**config.mk**
```make
export PLATFORM = sky130hd
export DESIGN_NAME = ioctl_sdram_loader
export DESIGN_NICKNAME = d
export VERILOG_FILES = /design/src/rtl/ioctl_sdram_loader.sv
export SDC_FILE = /design/constraint.sdc
export NUM_CORES = 1
export LEC_CHECK = 0
export ABC_CLOCK_PERIOD_IN_PS = 4800
export BUFFER_PORTS_ARGS = -buffer_cell sky130_fd_sc_hd__clkbuf_2
export CAP_MARGIN = 30
export CORE_MARGIN = 2
export CORE_UTILIZATION = 25
export DETAILED_ROUTE_END_ITERATION = 16
export PLACE_DENSITY = 0.42
export SYNTH_ARGS = -nofsm -noshare
export SYNTH_HDL_FRONTEND = slang
export SYNTH_SLANG_ARGS = --single-unit
export TNS_END_PERCENT = 5
```
**constraint.sdc**
```tcl
create_clock -name clk -period 4.8 [get_ports clk]
set_input_delay 0.24 -clock clk [delete_from_list [all_inputs] [get_ports clk]]
set_output_delay 0.24 -clock clk [all_outputs]
set_load 0.1 [all_outputs]
```
**src/rtl/ioctl_sdram_loader.sv**
```systemverilog
// ioctl_sdram_loader
//
// Bridges the hps_io byte-serial download port to the SDRAM controller
// request port. It packs download bytes into 32-bit little-endian words and
// writes each word through the req/ack handshake. While a write is pending,
// ioctl_wait holds off hps_io. This block owns the SDRAM write path only
// while ioctl_download is high; the game core keeps its read path.
//
// Ports:
//   clk             system clock (clk_sys, 48 MHz)
//   reset_n         asynchronous active-low reset
//   ioctl_addr      byte address of the current download byte
//   ioctl_data      download byte
//   ioctl_wr        one-cycle strobe: the byte is valid
//   ioctl_download  high for the whole download
//   ioctl_wait      high: hps_io must hold off the next ioctl_wr
//   sdram_addr      word address of the write
//   sdram_data      write word; lane n carries the byte from ioctl_addr[1:0]=n
//   sdram_we        write enable, high whenever sdram_req is high
//   sdram_req       write request, held until sdram_ack
//   sdram_ack       one-cycle pulse: the request was accepted
//   done            one-cycle pulse after the final word of a download
//   words_written   number of words committed in this download

module ioctl_sdram_loader #(
  parameter int                    ADDR_WIDTH = 23,
  parameter logic [ADDR_WIDTH-1:0] BASE_ADDR  = '0,
  parameter logic [7:0]            PAD_BYTE   = 8'hFF
) (
  input  logic                  clk,
  input  logic                  reset_n,
  input  logic [24:0]           ioctl_addr,
  input  logic [7:0]            ioctl_data,
  input  logic                  ioctl_wr,
  input  logic                  ioctl_download,
  output logic                  ioctl_wait,
  output logic [ADDR_WIDTH-1:0] sdram_addr,
  output logic [31:0]           sdram_data,
  output logic                  sdram_we,
  output logic                  sdram_req,
  input  logic                  sdram_ack,
  output logic                  done,
  output logic [22:0]           words_written
);

  typedef enum logic [1:0] {IDLE, FILL, REQ, DRAIN} t_state;

  t_state                  state_reg, state_next;
  logic [3:0]              mask_reg, mask_next;
  logic [3:0][7:0]         lanes_reg, lanes_next;
  logic [ADDR_WIDTH-1:0]   waddr_reg, waddr_next;
  // A byte that arrived for a different word is parked here while the
  // partial word flushes, then it seeds the next buffer.
  logic                    pend_valid_reg, pend_valid_next;
  logic [1:0]              pend_lane_reg, pend_lane_next;
  logic [7:0]              pend_data_reg, pend_data_next;
  logic [ADDR_WIDTH-1:0]   pend_waddr_reg, pend_waddr_next;
  logic [22:0]             words_reg, words_next;
  logic [ADDR_WIDTH-1:0]   addr_out_reg;
  logic [31:0]             data_out_reg;
  logic                    req_reg;
  logic                    done_reg;

  logic [ADDR_WIDTH-1:0]   waddr_in;
  logic [1:0]              lane_in;
  logic [31:0]             fill_word;
  logic                    load_word;

  // The sum is truncated to ADDR_WIDTH, so addresses wrap silently.
  assign waddr_in = BASE_ADDR + ADDR_WIDTH'(ioctl_addr[24:2]);
  assign lane_in  = ioctl_addr[1:0];

  // The outgoing word is built from the post-update buffer, so the byte
  // accepted in this cycle is already included. Lanes that were never
  // written carry the pad value.
  generate
    for (genvar gi = 0; gi < 4; gi++) begin : g_lane
      assign fill_word[8*gi +: 8] = mask_next[gi] ? lanes_next[gi] : PAD_BYTE;
    end
  endgenerate

  // The address/data registers are loaded only when a new request starts.
  // They stay frozen for as long as the controller withholds the ack.
  assign load_word = (state_next == REQ) && ((state_reg != REQ) || sdram_ack);

  always_comb begin
    state_next      = state_reg;
    mask_next       = mask_reg;
    lanes_next      = lanes_reg;
    waddr_next      = waddr_reg;
    pend_valid_next = pend_valid_reg;
    pend_lane_next  = pend_lane_reg;
    pend_data_next  = pend_data_reg;
    pend_waddr_next = pend_waddr_reg;
    words_next      = words_reg;
    ioctl_wait      = 1'b0;

    case (state_reg)
      IDLE: begin
        // Level-sensitive: a download that rose while busy starts here.
        if (ioctl_download) begin
          state_next      = FILL;
          mask_next       = '0;
          words_next      = '0;
          pend_valid_next = 1'b0;
        end
      end

      FILL: begin
        if (ioctl_wr && (mask_reg != 4'd0) && (waddr_in != waddr_reg)) begin
          // Non-sequential byte. Stall hps_io in this same cycle, park the
          // byte, and flush the partial word first.
          ioctl_wait      = 1'b1;
          pend_valid_next = 1'b1;
          pend_lane_next  = lane_in;
          pend_data_next  = ioctl_data;
          pend_waddr_next = waddr_in;
          state_next      = REQ;
        end else begin
          if (ioctl_wr) begin
            lanes_next[lane_in] = ioctl_data;
            mask_next[lane_in]  = 1'b1;
            waddr_next          = waddr_in;
          end
          if (ioctl_wr && (lane_in == 2'd3)) begin
            state_next = REQ;
          end else if (!ioctl_download) begin
            state_next = (mask_next != 4'd0) ? REQ : DRAIN;
          end
        end
      end

      REQ: begin
        ioctl_wait = 1'b1;
        if (sdram_ack) begin
          words_next = words_reg + 23'd1;
          mask_next  = '0;
          if (pend_valid_reg) begin
            pend_valid_next            = 1'b0;
            lanes_next[pend_lane_reg]  = pend_data_reg;
            mask_next[pend_lane_reg]   = 1'b1;
            waddr_next                 = pend_waddr_reg;
            // A parked lane-3 byte, or a download that has already ended,
            // means the fresh buffer must be written out right away.
            state_next = ((pend_lane_reg == 2'd3) || !ioctl_download) ? REQ : FILL;
          end else begin
            state_next = ioctl_download ? FILL : DRAIN;
          end
        end
      end

      DRAIN: begin
        state_next = IDLE;
      end

      default: begin
        state_next = IDLE;
      end
    endcase
  end

  always_ff @(posedge clk or negedge reset_n) begin
    if (!reset_n) begin
      state_reg      <= IDLE;
      mask_reg       <= '0;
      lanes_reg      <= '0;
      waddr_reg      <= '0;
      pend_valid_reg <= 1'b0;
      pend_lane_reg  <= '0;
      pend_data_reg  <= '0;
      pend_waddr_reg <= '0;
      words_reg      <= '0;
      addr_out_reg   <= '0;
      data_out_reg   <= '0;
      req_reg        <= 1'b0;
      done_reg       <= 1'b0;
    end else begin
      state_reg      <= state_next;
      mask_reg       <= mask_next;
      lanes_reg      <= lanes_next;
      waddr_reg      <= waddr_next;
      pend_valid_reg <= pend_valid_next;
      pend_lane_reg  <= pend_lane_next;
      pend_data_reg  <= pend_data_next;
      pend_waddr_reg <= pend_waddr_next;
      words_reg      <= words_next;
      if (load_word) begin
        addr_out_reg <= waddr_next;
        data_out_reg <= fill_word;
      end
      req_reg        <= (state_next == REQ);
      done_reg       <= (state_next == DRAIN);
    end
  end

  assign sdram_addr    = addr_out_reg;
  assign sdram_data    = data_out_reg;
  assign sdram_req     = req_reg;
  assign sdram_we      = req_reg;
  assign done          = done_reg;
  assign words_written = words_reg;

  // A byte strobe while a write is in flight breaks the host handshake.
  // The byte is dropped.
  ap_no_wr_in_req: assert property (@(posedge clk) disable iff (!reset_n)
    !((state_reg == REQ) && ioctl_wr));

endmodule
```
==> impl_results.md, run 1 <==
* Status: finished clean
* Vias in the first global route at 6660
* Rows at 67
* Max_slew headroom at 40.0%
* Die Y-Extent at 188 um
* Most used cell, CP: a21oi_1
* Worst-path clk slew at 80 ps
* Register bit total from synthesis at 175
* CTS max path bufs at 2
* Total chip power at 7.10 mW
* Maximum clock frequency at 308 MHz
* Reg-to-reg slack, setup at 1710 ps
* Hold EP: waddr_reg[20]
* # diodes at 0
* First-pass GRT wire length at 39.5 mm
* Peak VDD IR at 0.000438 V
* Clk_skew at 16.2 ps
* HP Start: ioctl_addr[22]
* Post-synth cell types at 51
* DR iter-0 viols at 415
* Die Wd at 188 um
* Clock Latency Late Sink at 440 ps
* RR Startpoint: state_reg[0]
* Hold path cells at 2
* Cells after synthesis at 812
* Core Area at 33400 um^2
* CP Buf/Inv Count at 1
* Leakage power at 4.58 nW
* Final Cell Area at 10100 um^2
* Area after DPL at 9520 um^2
* Startpoint types: flop
* # Max-Cap Violations at 0
* Worst-Margin Slew at 892 ps
* CP max stage cell: clkbuf_2
* Hold crit path type: primary input to flop
* Clock sinks at 175
* CP cell instances: xor2_1, nor4_1, and4_1, a21oi_1, nand3_2, a21oi_1, clkbuf_2
* Max incr delay on CP at 500 ps
* Critical path capture point type: output pin
* Overflow after GRT at 0
* Async set-reset flop share out of synthesis at 100%
* Drt pass-1 iters at 5
* CP Max Fanout at 12
* Hold Vio Cnt, Final at 0
* RSZ-0062 raised after global routing: false
* Post-synth net total at 855
* Synth-to-layout area growth at 20.1%
* Final core occ at 30.4%
* Port Buf Inserts at 119
* Top delay family on crit path: simple AND/OR/NAND/NOR gates
* R2R cell count at 9
* Nets at 962
* PD cells at 701 nW/um^2
* Top-Level Pins at 120
* Yosys warning count at 0
* Total CTS buffers at 17
* DRC viols at 0
* Crit path time final at 3240 ps
* Post CTS Setup Buffer Count at 0
* Crit Path Category: flop to output pin
* Setup tns final at 0 ps
* H-Tree Depth at 4
* Initial Util at 25.3%
* Reg2reg end: sdram_data[30]
* Largest net degree at the start of global routing at 96
* RePlAce Congestion at 0.777
* Seq/Total Area, Yosys at 51.9%
* HPWL after DPL at 16.7 mm
* Post-CTS Resized at 0
* Tcrit/Tclk final at 67.5%
* Mean Syn Cell Area at 10.4 um^2
* Fin. max-slew vios at 0
* WL/cell at 18.1 um
* Main flop type after synthesis: dfrtp_1
* Initial antenna violation count at 1
* Total number of vias at 6625
* CP required at 4560 ps
* Final number of setup-violating endpoints at 0
* Post-synth design cell area at 8440 um^2
* TritonCTS clock tree: done
* Die ar. at 35200 um^2
* Root Driver: clkbuf_16
* Share of cells above drive strength 1 at 23.5%
* Worst Path Arrival at 3000 ps
* GRT Overall Usage at 14.4%
* ANT nets after route at 0
* Routed wire length at 24.9 mm
* Number of synthesized flops with an enable pin at 0
* Vias/cell at 4.80
[power by group]
part           internal, mW  switching, mW  total [mW]
clock                 0.751          0.661        1.41
combinational         0.847           2.58        3.43
sequential             1.91          0.349        2.26
[Yosys cell counts (all sizes together), types with 4 or more instances]
cell type / instances / area, um^2
ha: 5 / 62.6
nor3: 9 / 45.0
xnor2: 12 / 105
dfrtp: 175 / 4380
a21o: 9 / 67.6
and4: 4 / 35.0
o21ai: 19 / 95.1
a21oi: 44 / 220
a31oi: 18 / 113
nand3: 45 / 225
a22o: 41 / 359
inv: 36 / 135
or3: 5 / 31.3
mux2: 44 / 495
clkbuf: 24 / 90.1
nand2: 53 / 199
nor2: 78 / 293
a22oi: 38 / 285
mux2i: 8 / 80.1
a221oi: 10 / 87.6
xor2: 27 / 236
buf: 26 / 130
o22a: 8 / 70.1
o211a: 16 / 160
nor4: 7 / 58.8
o211ai: 9 / 67.6
nand4: 12 / 75.1
[worst max-delay path by stage]
| stage | from | to | cells after the start |
|---|---|---|---|
| 2_1_floorplan | waddr_reg[13] | ioctl_wait | 8 |
| 3_3_place_gp | sdram_ack | sdram_data[26] | 9 |
| 3_5_place_dp | sdram_ack | sdram_data[31] | 9 |
| 4_1_cts | waddr_reg[17] | ioctl_wait | 7 |
| 5_1_grt | waddr_reg[19] | ioctl_wait | 7 |
| 6_report | waddr_reg[17] | ioctl_wait | 7 |
[cell usage in the layout (no fill, tap or decap), types with 16 or more instances in the layout]
master / count
inv_1: 36
mux2_2: 44
nand2_1: 53
nor2_1: 78
a22oi_1: 38
clkbuf_2: 118
a22o_1: 41
a21oi_1: 44
dfrtp_1: 175
buf_4: 17
xor2_1: 27
o21ai_0: 19
a31oi_1: 18
nand3_1: 44
o211a_1: 16
clkbuf_16: 17
[routing by layer]
layer / track usage (%) / share of wire (%) / up-vias
met5: 0 / 0.052 / -
met4: 3.54 / 0.92 / 2
met3: 3.22 / 4.5 / 14
met2: 23.0 / 47 / 141
met1: 19.8 / 47 / 3297
li1: - / - / 3171
[area by class of cell]
class                   instances  area (um^2)
repair buffers                138          767
flip-flops and latches        175         4380
well taps                     448          561
inverters                      36          135
multi-input cells             551         3720
fillers                      3583        23200
clock buffers                  19          443
clock inverters                13          139
[cells by family after synthesis]
logic type / after synthesis / share of synthesized area [%]
AND/OR/NAND/NOR: 233 / 13.1
AO/OA/AOI/OAI: 222 / 19.2
flip-flops: 175 / 51.9
buffers and inverters: 86 / 4.21
multiplexers: 52 / 6.82
XOR/XNOR: 39 / 4.05
adder cells (fa/ha/maj): 5 / 0.741
[repair_timing]
item	CTS	global route
hold endpoints to repair	93	0
endpoints found under the setup margin	0	0
hold buffers	1	0
[stage by stage]
step                      hold slack (ps)  std cells  worst slack [ps]
after floorplan                     -55.6        812              1400
after global placement                425       1346              1660
after detailed placement              429       1346              1650
after CTS                            39.8       1379              1480
after global routing                 57.2       1380              1370
final                                62.4       1380              1560
Note: power is estimated with default switching activity, not from simulation.
==> run 2, diff against run 1 <==
--- a/config.mk
+++ b/config.mk
@@ -5,7 +5,7 @@
 export SDC_FILE = /design/constraint.sdc
 export NUM_CORES = 1
 export LEC_CHECK = 0
-export ABC_CLOCK_PERIOD_IN_PS = 4800
+export ABC_CLOCK_PERIOD_IN_PS = 3280
 export BUFFER_PORTS_ARGS = -buffer_cell sky130_fd_sc_hd__clkbuf_2
 export CAP_MARGIN = 30
 export CORE_MARGIN = 2
==> constraint.sdc (replaced) <==
create_clock -name clk -period 3.28 [get_ports clk]
set_input_delay 0.164 -clock clk [delete_from_list [all_inputs] [get_ports clk]]
set_output_delay 0.164 -clock clk [all_outputs]
set_load 0.1 [all_outputs]
==> impl_results.md, run 2 (same netlist as run 1, synthesis figures left out) <==
* Status: finished clean
* Maximum clock frequency at 331 MHz
* # diodes at 0 (unchanged)
* Worst Path Arrival at 2860 ps (-140 ps)
* Place WS at 519 ps (-1130 ps)
* RSZ-0062 raised after global routing: false
* Hold Vio Cnt, Final at 0 (unchanged)
* Crit path capture: ioctl_wait
* Root Driver: clkbuf_16
* Routed wire length at 25.2 mm (+0.95%)
* Port Buf Inserts at 119 (unchanged)
* RePlAce Congestion at 0.757 (-2.5%)
* Final core occ at 31.1% (+0.75 points)
* Hold crit path type: primary input to flop
* Worst-Margin Slew at 946 ps (+54.3 ps)
* Total CTS buffers at 17 (unchanged)
* R2R cell count at 10 (+1)
* Crit path time final at 3020 ps
* Drt pass-1 iters at 5 (unchanged)
* Placed cell count at 1355 (+0.67%)
* TritonCTS clock tree: done
* GRT Overall Usage at 14.6% (+0.16 points)
* Final number of setup-violating endpoints at 0 (unchanged)
* WL/cell at 17.9 um (-0.92%)
* Register area at 4380 um^2 (unchanged)
* # fillers at 3565 (-0.50%)
* Total chip power at 10.5 mW (+47%)
* Total number of vias at 6809 (+2.8%)
* Setup tns final at 0 ps (unchanged)
* Peak VDD IR at 0.000425 V (-3.0%)
* Top-Level Pins at 120 (unchanged)
* Startpoint types: flop
* Initial Util at 25.3% (unchanged)
* ANT nets after route at 0 (unchanged)
* CTS max path bufs at 2 (unchanged)
* Max_slew headroom at 36.9% (-3.1 points)
* Synth-to-layout area growth at 23.1%
* CP required at 3120 ps (-1440 ps)
* Fin. max-slew vios at 0 (unchanged)
* Clock Latency Late Sink at 440 ps (about the same)
* Rows at 67 (unchanged)
* DRC viols at 0 (unchanged)
* Critical path launch point: waddr_reg[17]
* Leakage power at 4.68 nW (+2.4%)
* Clk_skew at 13.9 ps (-2.33 ps)
* Die Wd at 188 um (unchanged)
* Reg2reg end: sdram_data[16]
* PD cells at 1010 nW/um^2 (+44%)
* Largest net degree at the start of global routing at 77 (-20%)
* Critical path capture point type: output pin
* H-Tree Depth at 4 (unchanged)
* Vias in the first global route at 6803 (+2.1%)
* Share of cells above drive strength 1 at 23.8% (+0.30 points)
* CP Max Fanout at 12 (unchanged)
* Vias/cell at 4.84 (+0.88%)
* Tcrit/Tclk final at 92.1%
* Crit Path Category: flop to output pin
* HPWL after DPL at 16.7 mm (+0.16%)
* Multi-input logic area at 3720 um^2 (+0.20%)
* Nets at 988 (+2.7%)
* First-pass GRT wire length at 40.1 mm (+1.5%)
* Worst-path clk slew at 80 ps (about the same)
* Post CTS Setup Buffer Count at 0 (unchanged)
* Core Area at 33400 um^2 (unchanged)
* Overflow after GRT at 0 (unchanged)
* Reg-to-reg slack, setup at 520 ps (-1190 ps)
* Die Y-Extent at 188 um (unchanged)
* # Max-Cap Violations at 0 (unchanged)
* Die ar. at 35200 um^2 (unchanged)
* Leading cell type in the layout, fill and taps excluded: dfrtp_1
* Final worst slack at 261 ps (-1300 ps)
* RR Startpoint: state_reg[0]
* Initial antenna violation count at 0 (-1)
* Layout Cells excl Fill at 1406 (+1.9%)
* Commonest non-fill, non-tap cells in the layout: dfrtp_1 (175), clkbuf_2 (117), nor2_1 (78)
* DR iter-0 viols at 495 (+19%)
* Clock sinks at 175 (unchanged)
run 2: power by group:
group / internal, mW / switching (mW) / total [mW]
logic: 1.36 / 3.81 / 5.17
clock network: 1.00 / 0.967 / 1.97
registers: 2.80 / 0.514 / 3.32
total: 5.17 / 5.29 / 10.5
run 2: routing by layer:
metal  vias up  track usage, %  share of wire (%)
met5         -               0                  0
li1       3231               -                  -
met2       145            22.7                 46
met3        23            2.53                3.5
met1      3410            20.5                 49
met4         0            4.82                1.7
run 2: layout make-up:
cell class	instances	area share, %
sequential	175	42.2
clock buffer	19	4.17
tap	448	5.40
inverter	36	1.30
timing repair buffer	164	10.0
clock inverter	13	1.11
multi-input combinational	551	35.8
run 2: how the worst min path moves through the flow:
stage | from | slack [ps] | cells past startpoint | to
global route | ioctl_addr[11] | 20 | 2 | pend_waddr_reg[9]
global placement | reset_n | 270 | 1 | sdram_data[23]
floorplan | reset_n | -130 | 0 | async pin
detailed placement | reset_n | 260 | 1 | sdram_data[17]
CTS | ioctl_addr[16] | 0.3 | 2 | pend_waddr_reg[14]
finish | ioctl_addr[19] | 20 | 2 | pend_waddr_reg[17]
run 2: per-stage QoR:
step	hold WS [ps]	area, um^2
after floorplan	-132	8440
after global placement	266	9650
after detailed placement	265	9650
after CTS	0.324	10400
after global routing	15.4	10400
final	17.9	10400
run 2: worst max-delay path: stages, from the launching register on:
cell,delay [ps]
dfrtp_1,390
xor2_1,190
nor4_1,110
and4_1,270
a21oi_1,410
nand3_2,420
a21oi_2,400
buf_12,220
run 2: timing repair:
action / 4_1_cts / 5_1_grt
resized for setup: 0 / 0
hold buffers: 19 / 0
endpoints found under the hold margin: 96 / 0
